### src/rtl/traffic_light_top.sv
// Five-phase traffic light controller: a Moore FSM sequenced by a single phase
// counter, with the flashing-green lamp derived from that counter.
`timescale 1ns/1ps
module traffic_light_top #(
   parameter int unsigned RED_CYC        = 2000,
   parameter int unsigned RED_YEL_CYC    = 500,
   parameter int unsigned GREEN_CYC      = 2000,
   parameter int unsigned BLINK_HALF_CYC = 250,
   parameter int unsigned BLINK_NUM      = 3,
   parameter int unsigned YEL_CYC        = 500
) (
   input  logic clk,
   input  logic btn,
   output logic led0,
   output logic led1,
   output logic led2
);

   function automatic int unsigned maxOf(input int unsigned a, input int unsigned b);
      return (a > b) ? a : b;
   endfunction

   localparam int unsigned BLINK_CYC = 2 * BLINK_HALF_CYC * BLINK_NUM;
   localparam int unsigned MAX_LEN   = maxOf(maxOf(maxOf(RED_CYC, RED_YEL_CYC), maxOf(GREEN_CYC, BLINK_CYC)), YEL_CYC);
   // Counter only ever holds 0..MAX_LEN-1; keep at least one bit when every phase is a single cycle.
   localparam int unsigned CNT_W     = (MAX_LEN > 1) ? $clog2(MAX_LEN) : 1;

   localparam logic [CNT_W-1:0] RED_LAST     = CNT_W'(RED_CYC - 1);
   localparam logic [CNT_W-1:0] RED_YEL_LAST = CNT_W'(RED_YEL_CYC - 1);
   localparam logic [CNT_W-1:0] GREEN_LAST   = CNT_W'(GREEN_CYC - 1);
   localparam logic [CNT_W-1:0] BLINK_LAST   = CNT_W'(BLINK_CYC - 1);
   localparam logic [CNT_W-1:0] YEL_LAST     = CNT_W'(YEL_CYC - 1);
   localparam logic [CNT_W-1:0] HALF_LEN     = CNT_W'(BLINK_HALF_CYC);
   localparam logic [CNT_W-1:0] CNT_ONE      = CNT_W'(1);

   typedef enum logic [2:0] {
      RED         = 3'd0,
      RED_YEL     = 3'd1,
      GREEN       = 3'd2,
      GREEN_BLINK = 3'd3,
      YELLOW      = 3'd4
   } state_e;

   state_e           state_q, state_d;
   logic [CNT_W-1:0] cnt_q, cnt_d;
   logic             blinkOn;

   always_ff @(posedge clk or negedge btn) begin
      if (!btn) begin
         state_q <= RED;
         cnt_q   <= '0;
      end else begin
         state_q <= state_d;
         cnt_q   <= cnt_d;
      end
   end

   // Each phase advances when its counter reaches length-1; stray encodings fall back to RED.
   always_comb begin
      state_d = state_q;
      cnt_d   = cnt_q + CNT_ONE;
      unique case (state_q)
         RED: begin
            if (cnt_q == RED_LAST) begin
               state_d = RED_YEL;
               cnt_d   = '0;
            end
         end
         RED_YEL: begin
            if (cnt_q == RED_YEL_LAST) begin
               state_d = GREEN;
               cnt_d   = '0;
            end
         end
         GREEN: begin
            if (cnt_q == GREEN_LAST) begin
               state_d = GREEN_BLINK;
               cnt_d   = '0;
            end
         end
         GREEN_BLINK: begin
            if (cnt_q == BLINK_LAST) begin
               state_d = YELLOW;
               cnt_d   = '0;
            end
         end
         YELLOW: begin
            if (cnt_q == YEL_LAST) begin
               state_d = RED;
               cnt_d   = '0;
            end
         end
         default: begin
            state_d = RED;
            cnt_d   = '0;
         end
      endcase
   end

   // Odd half-periods light the lamp, so the flash opens dark and closes lit.
   assign blinkOn = ((cnt_q / HALF_LEN) & CNT_ONE) != '0;

   always_comb begin
      led0 = 1'b0;
      led1 = 1'b0;
      led2 = 1'b0;
      unique case (state_q)
         RED: begin
            led0 = 1'b1;
         end
         RED_YEL: begin
            led0 = 1'b1;
            led1 = 1'b1;
         end
         GREEN: begin
            led2 = 1'b1;
         end
         GREEN_BLINK: begin
            led2 = blinkOn;
         end
         YELLOW: begin
            led1 = 1'b1;
         end
         default: begin
            led0 = 1'b1;
         end
      endcase
   end

endmodule

### config.mk
export PLATFORM = sky130hd
export DESIGN_NAME = traffic_light_top
export DESIGN_NICKNAME = d
export VERILOG_FILES = /design/src/rtl/traffic_light_top.sv
export SDC_FILE = /design/constraint.sdc
export NUM_CORES = 1
export LEC_CHECK = 0
export ABC_CLOCK_PERIOD_IN_PS = 4500
export BUFFER_PORTS_ARGS = -buffer_cell sky130_fd_sc_hd__buf_2
export CORE_ASPECT_RATIO = 1.1
export CORE_MARGIN = 1.5
export CORE_UTILIZATION = 40
export CTS_CLUSTER_SIZE = 40
export DETAILED_ROUTE_END_ITERATION = 8
export GPL_TIMING_DRIVEN = 0
export PLACE_DENSITY = 0.6
export SYNTH_ARGS = -nofsm -noshare
export SYNTH_HDL_FRONTEND = slang
export SYNTH_SLANG_ARGS = --single-unit
export TNS_END_PERCENT = 30
### constraint.sdc
create_clock -name clk -period 4.5 [get_ports clk]
set_clock_uncertainty 0.15 [all_clocks]
set_input_delay 0.675 -clock clk [delete_from_list [all_inputs] [get_ports clk]]
set_output_delay 0.675 -clock clk [all_outputs]
set_load 0.05 [all_outputs]
Word-level counts from Yosys, hierarchy flattened
Index checks and enable logic that the tools add are counted.

Input port bits: 2. Output and inout bits: 3. Logic and storage cells: 34. Flip-flop bits (word level): 14.

Div/mod/pow operators: 1. Reductions and logical operators: 5. Add/sub/neg operators: 1. Equality and inequality tests: 12. Multiplexer cells: 13.

Operator list (count): $mux 11 (3); $pmux 11 s3 (1); $eq 11x11->1 const B (2); $mux 3 (5); $pmux 3 s5 (1); $add 11x1->11 const B (1); $div 11x8->11 const B (1); $eq 11x9->1 const B (1); $ne 2x2->1 const B (5); $eq 3x2->1 const B (2); $reduce_and 5->1 (1); $reduce_or 2->1 (2); $eq 3x1->1 const B (1); $eq 3x3->1 const B (1); $logic_not 3->1 (1); $reduce_or 3->1 (1); $mux 1 (2); $pmux 1 s2 (1).

Longest topological paths before layout
Depth after elaboration: 3. Mapped depth: 9. Mapped depth without buffers: 8.

Worst setup path after synthesis
Ideal clock, no wire load.

Path kind: register -> output. Start point: register cnt_q[6]. End point: output port led2. Stages on the path, launching flop included: 9. Data required time: 3675 ps. Slack: 1586 ps. Arrival: 2089 ps. Path through: dfrtp_1 buf_6 and4_4 buf_6 nor3_2 a31oi_1 or4b_1 o211ai_1 a22o_1.

Word-level cells in the longest chain between the ends: 2.

RTL lines: from (decl) (RTL line 45) `logic [CNT_W-1:0] cnt_q, cnt_d;`; from (signal assigned) (RTL line 54) `cnt_q <= cnt_d;`; $div 11x8->11 (RTL line 101) `assign blinkOn = ((cnt_q / HALF_LEN) & CNT_ONE) != '0;`; $pmux 1 s2 (RTL line 107) `unique case (state_q)`; to (decl) (RTL line 16) `output logic led2`.

Every way passes these cells.

Worst setup path after layout
Start point: register cnt_q[7]. End point: output port led2.

The elaborated chain is that of the path after synthesis.

==> flow_summary.toml <==
[clock_network]
clock_latency_ps = 280
clk_pin_slew_ps = 90
numCtsBuffers = 3
cts_setup_buffers = 0
cts.repair.resized = 0
htree_num_levels = 1
ctsHoldBuffers = 0
cts-root-buf = "clkbuf_4"
cts_sinks = 14
cts_tree = "built"
clockBufferDepth = 2

[sta]
rsz0062_at_grt = "false"
hold_viol = 0
slew_violations = 0
setup_viol = 0
fin_tns_setup_ps = 0
worst_pin_slew_ps = 482
whs_ps = 122
timing.fmax_ghz = 0.305
min_period_over_period = 0.730
fin_crit_ps = 3280
slew_headroom = 0.679

[place]
portBuffers = 4
dp_cells = 225
gp_congestion = 0.857
dpl.hpwl_um = 2560

[detailed_routing]
vias = 1282
wl_per_cell_um = 14.8
firstDrtPassIters = 4
drt_iter0_markers = 103
ant_nets = 0
vias_per_cell = 5.62
route.detailed.drc = 0
wirelength_um = 3380

[synth]
ys_top_cells_by_area = "dfrtp_1 25%, nor2_1 7.3%, xnor2_1 5.1%"
syn_nets = 178
ys_warn_count = 0
synth_edf_count = 0
synth_area_mm2 = 0.00138
ys_seq_elements = 14
yosys.area.top_type = "dfrtp_1"
yosysMostFrequentCell = "nor2_1"
synth_flop_cell = "dfrtp_1"
avgSynthCellArea_um2 = 7.99
synthArstFlopShare = 1.00
synthCells = 173
synth_top_cell_area_share = 0.253
synth_cell_types = 54
yosys-top-cells-count = "27 x nor2_1, 14 x dfrtp_1, 10 x a21oi_1, 8 x xnor2_1"
yosysSeqAreaShare = 0.253

[final_layout]
utilization = 0.446
fill_cells = 355
finalNetCount = 187
drive_gt1_frac = 0.156
multi_input_area_um2 = 900
antenna_cells = 0
layout.cells.non_filler = 228
ff_latch_area_um2 = 350
syn_to_final_growth_pct = 7.42

[worst_setup_path]
critPathMaxStageDelay_ps = 350
crit_chain = "buf_2 -> and4_4 -> buf_6 -> buf_4 -> o22ai_1 -> a211oi_1 -> a221o_1 -> mux2i_1 -> a22o_1 -> buf_2"
reg2reg_to = "cnt_q[7]"
reg2reg_from = "cnt_q[4]"
crit_fanout = 10
path_common_cell = "buf_2"
endpoint_kind = "primary output"
critical_path_arrival_ps = 2460
reg2reg_depth = 8
path_class = "reg2out"
startpoint_type = "register"
r2r_slack_ps = 2260
worstPathRequired_ps = 3670
slowest_stage = "a211oi_1"

[die]
core_region_area_mm2 = 0.00333
io_pins = 5
initial_core_util = 0.415
die_y_um = 64.7
rows = 22
die_w_um = 59.1
dieArea_mm2 = 0.00382

[global_route]
grt-ovfl-total = 0
grt_use_total = 0.203
grt_pass1_vias = 1249
grt_first_pass_wirelength_um = 6110
antenna_found_initial = 0
grt_max_degree = 15

[min_path]
hold_class = "in2async"

[pwr]
power.total_mw = 0.198
peakVddDrop_uv = 170
powerDensity_mw_per_mm2 = 133
p_leak_nw = 0.661

[flow_run]
cap_violations = 0

[outcome]
status = "finished, final reports clean"
[registers in the layout (all words and copies together), names as in the netlist]
name     cells
cnt_q       11
state_q      3
[worst max-delay path: cells and delay by family (launching register included)]
family / cells / cell delay (ps)
AOI/OAI and AO/OA: 4 / 850
buffers and inverters: 4 / 690
DFF: 1 / 320
and+or+nand+nor: 1 / 240
muxes: 1 / 70
[final cells by class]
type                            instances  share of cell area
Multi-Input combinational cell        136               0.606
Sequential cell                        14               0.236
Buffer                                 17              0.0741
Tap cell                               48              0.0404
Clock buffer                            3              0.0152
Inverter                                6              0.0152
Timing Repair Buffer                    4              0.0135
[metrics by stage]
stage	setup slack [ps]	instance area, um^2
floorplan	1590	1380
global placement	1560	1460
detailed placement	1500	1460
CTS	1210	1490
global route	1050	1490
finish	1220	1490
[metal layers]
layer,GRT usage,up-vias,part of all wire
li1,-,643,-
met5,0,-,0
met1,0.289,603,0.47
met4,0.0653,0,0.011
met2,0.329,30,0.48
met3,0.00599,6,0.041
[how the worst max path moves through the flow]
| stage | startpoint | end | slack (ps) |
|---|---|---|---|
| after floorplan | cnt_q[6] | led2 | 1590 |
| after global placement | cnt_q[10] | led2 | 1560 |
| after detailed placement | cnt_q[7] | led2 | 1500 |
| after CTS | cnt_q[7] | led2 | 1210 |
| after global routing | cnt_q[7] | led2 | 1050 |
| final | cnt_q[7] | led2 | 1220 |
[kinds of logic after synthesis]
family,synth area share
AND/OR/NAND/NOR,0.279
AO/OA/AOI/OAI,0.268
buffers and inverters,0.0959
flip-flops,0.253
XOR/XNOR,0.0697
adder cells (fa/ha/maj),0.0272
multiplexers,0.00724
[where the power goes]
part / switching [mW] / internal, mW / leakage, nW / total, mW
clock: 0.0381 / 0.0310 / 0.0138 / 0.0691
combinational: 0.00236 / 0.000317 / 0.466 / 0.00268
sequential: 0 / 0.126 / 0.181 / 0.126
[layout by cell type, fill, tap and decap left out, types with 4 or more instances in the layout]
cell / synthesis / routed
o211ai_1: 4 / 4
dfrtp_1: 14 / 14
buf_2: 7 / 11
xnor2_1: 8 / 8
a21oi_1: 10 / 10
a211oi_1: 4 / 4
nor2_1: 27 / 27
nand2_1: 7 / 7
o21ai_0: 4 / 4
nand2b_1: 5 / 5
inv_1: 6 / 6
nand3_1: 6 / 6
buf_4: 6 / 6
No activity file was read; power rests on OpenSTA's default activity.
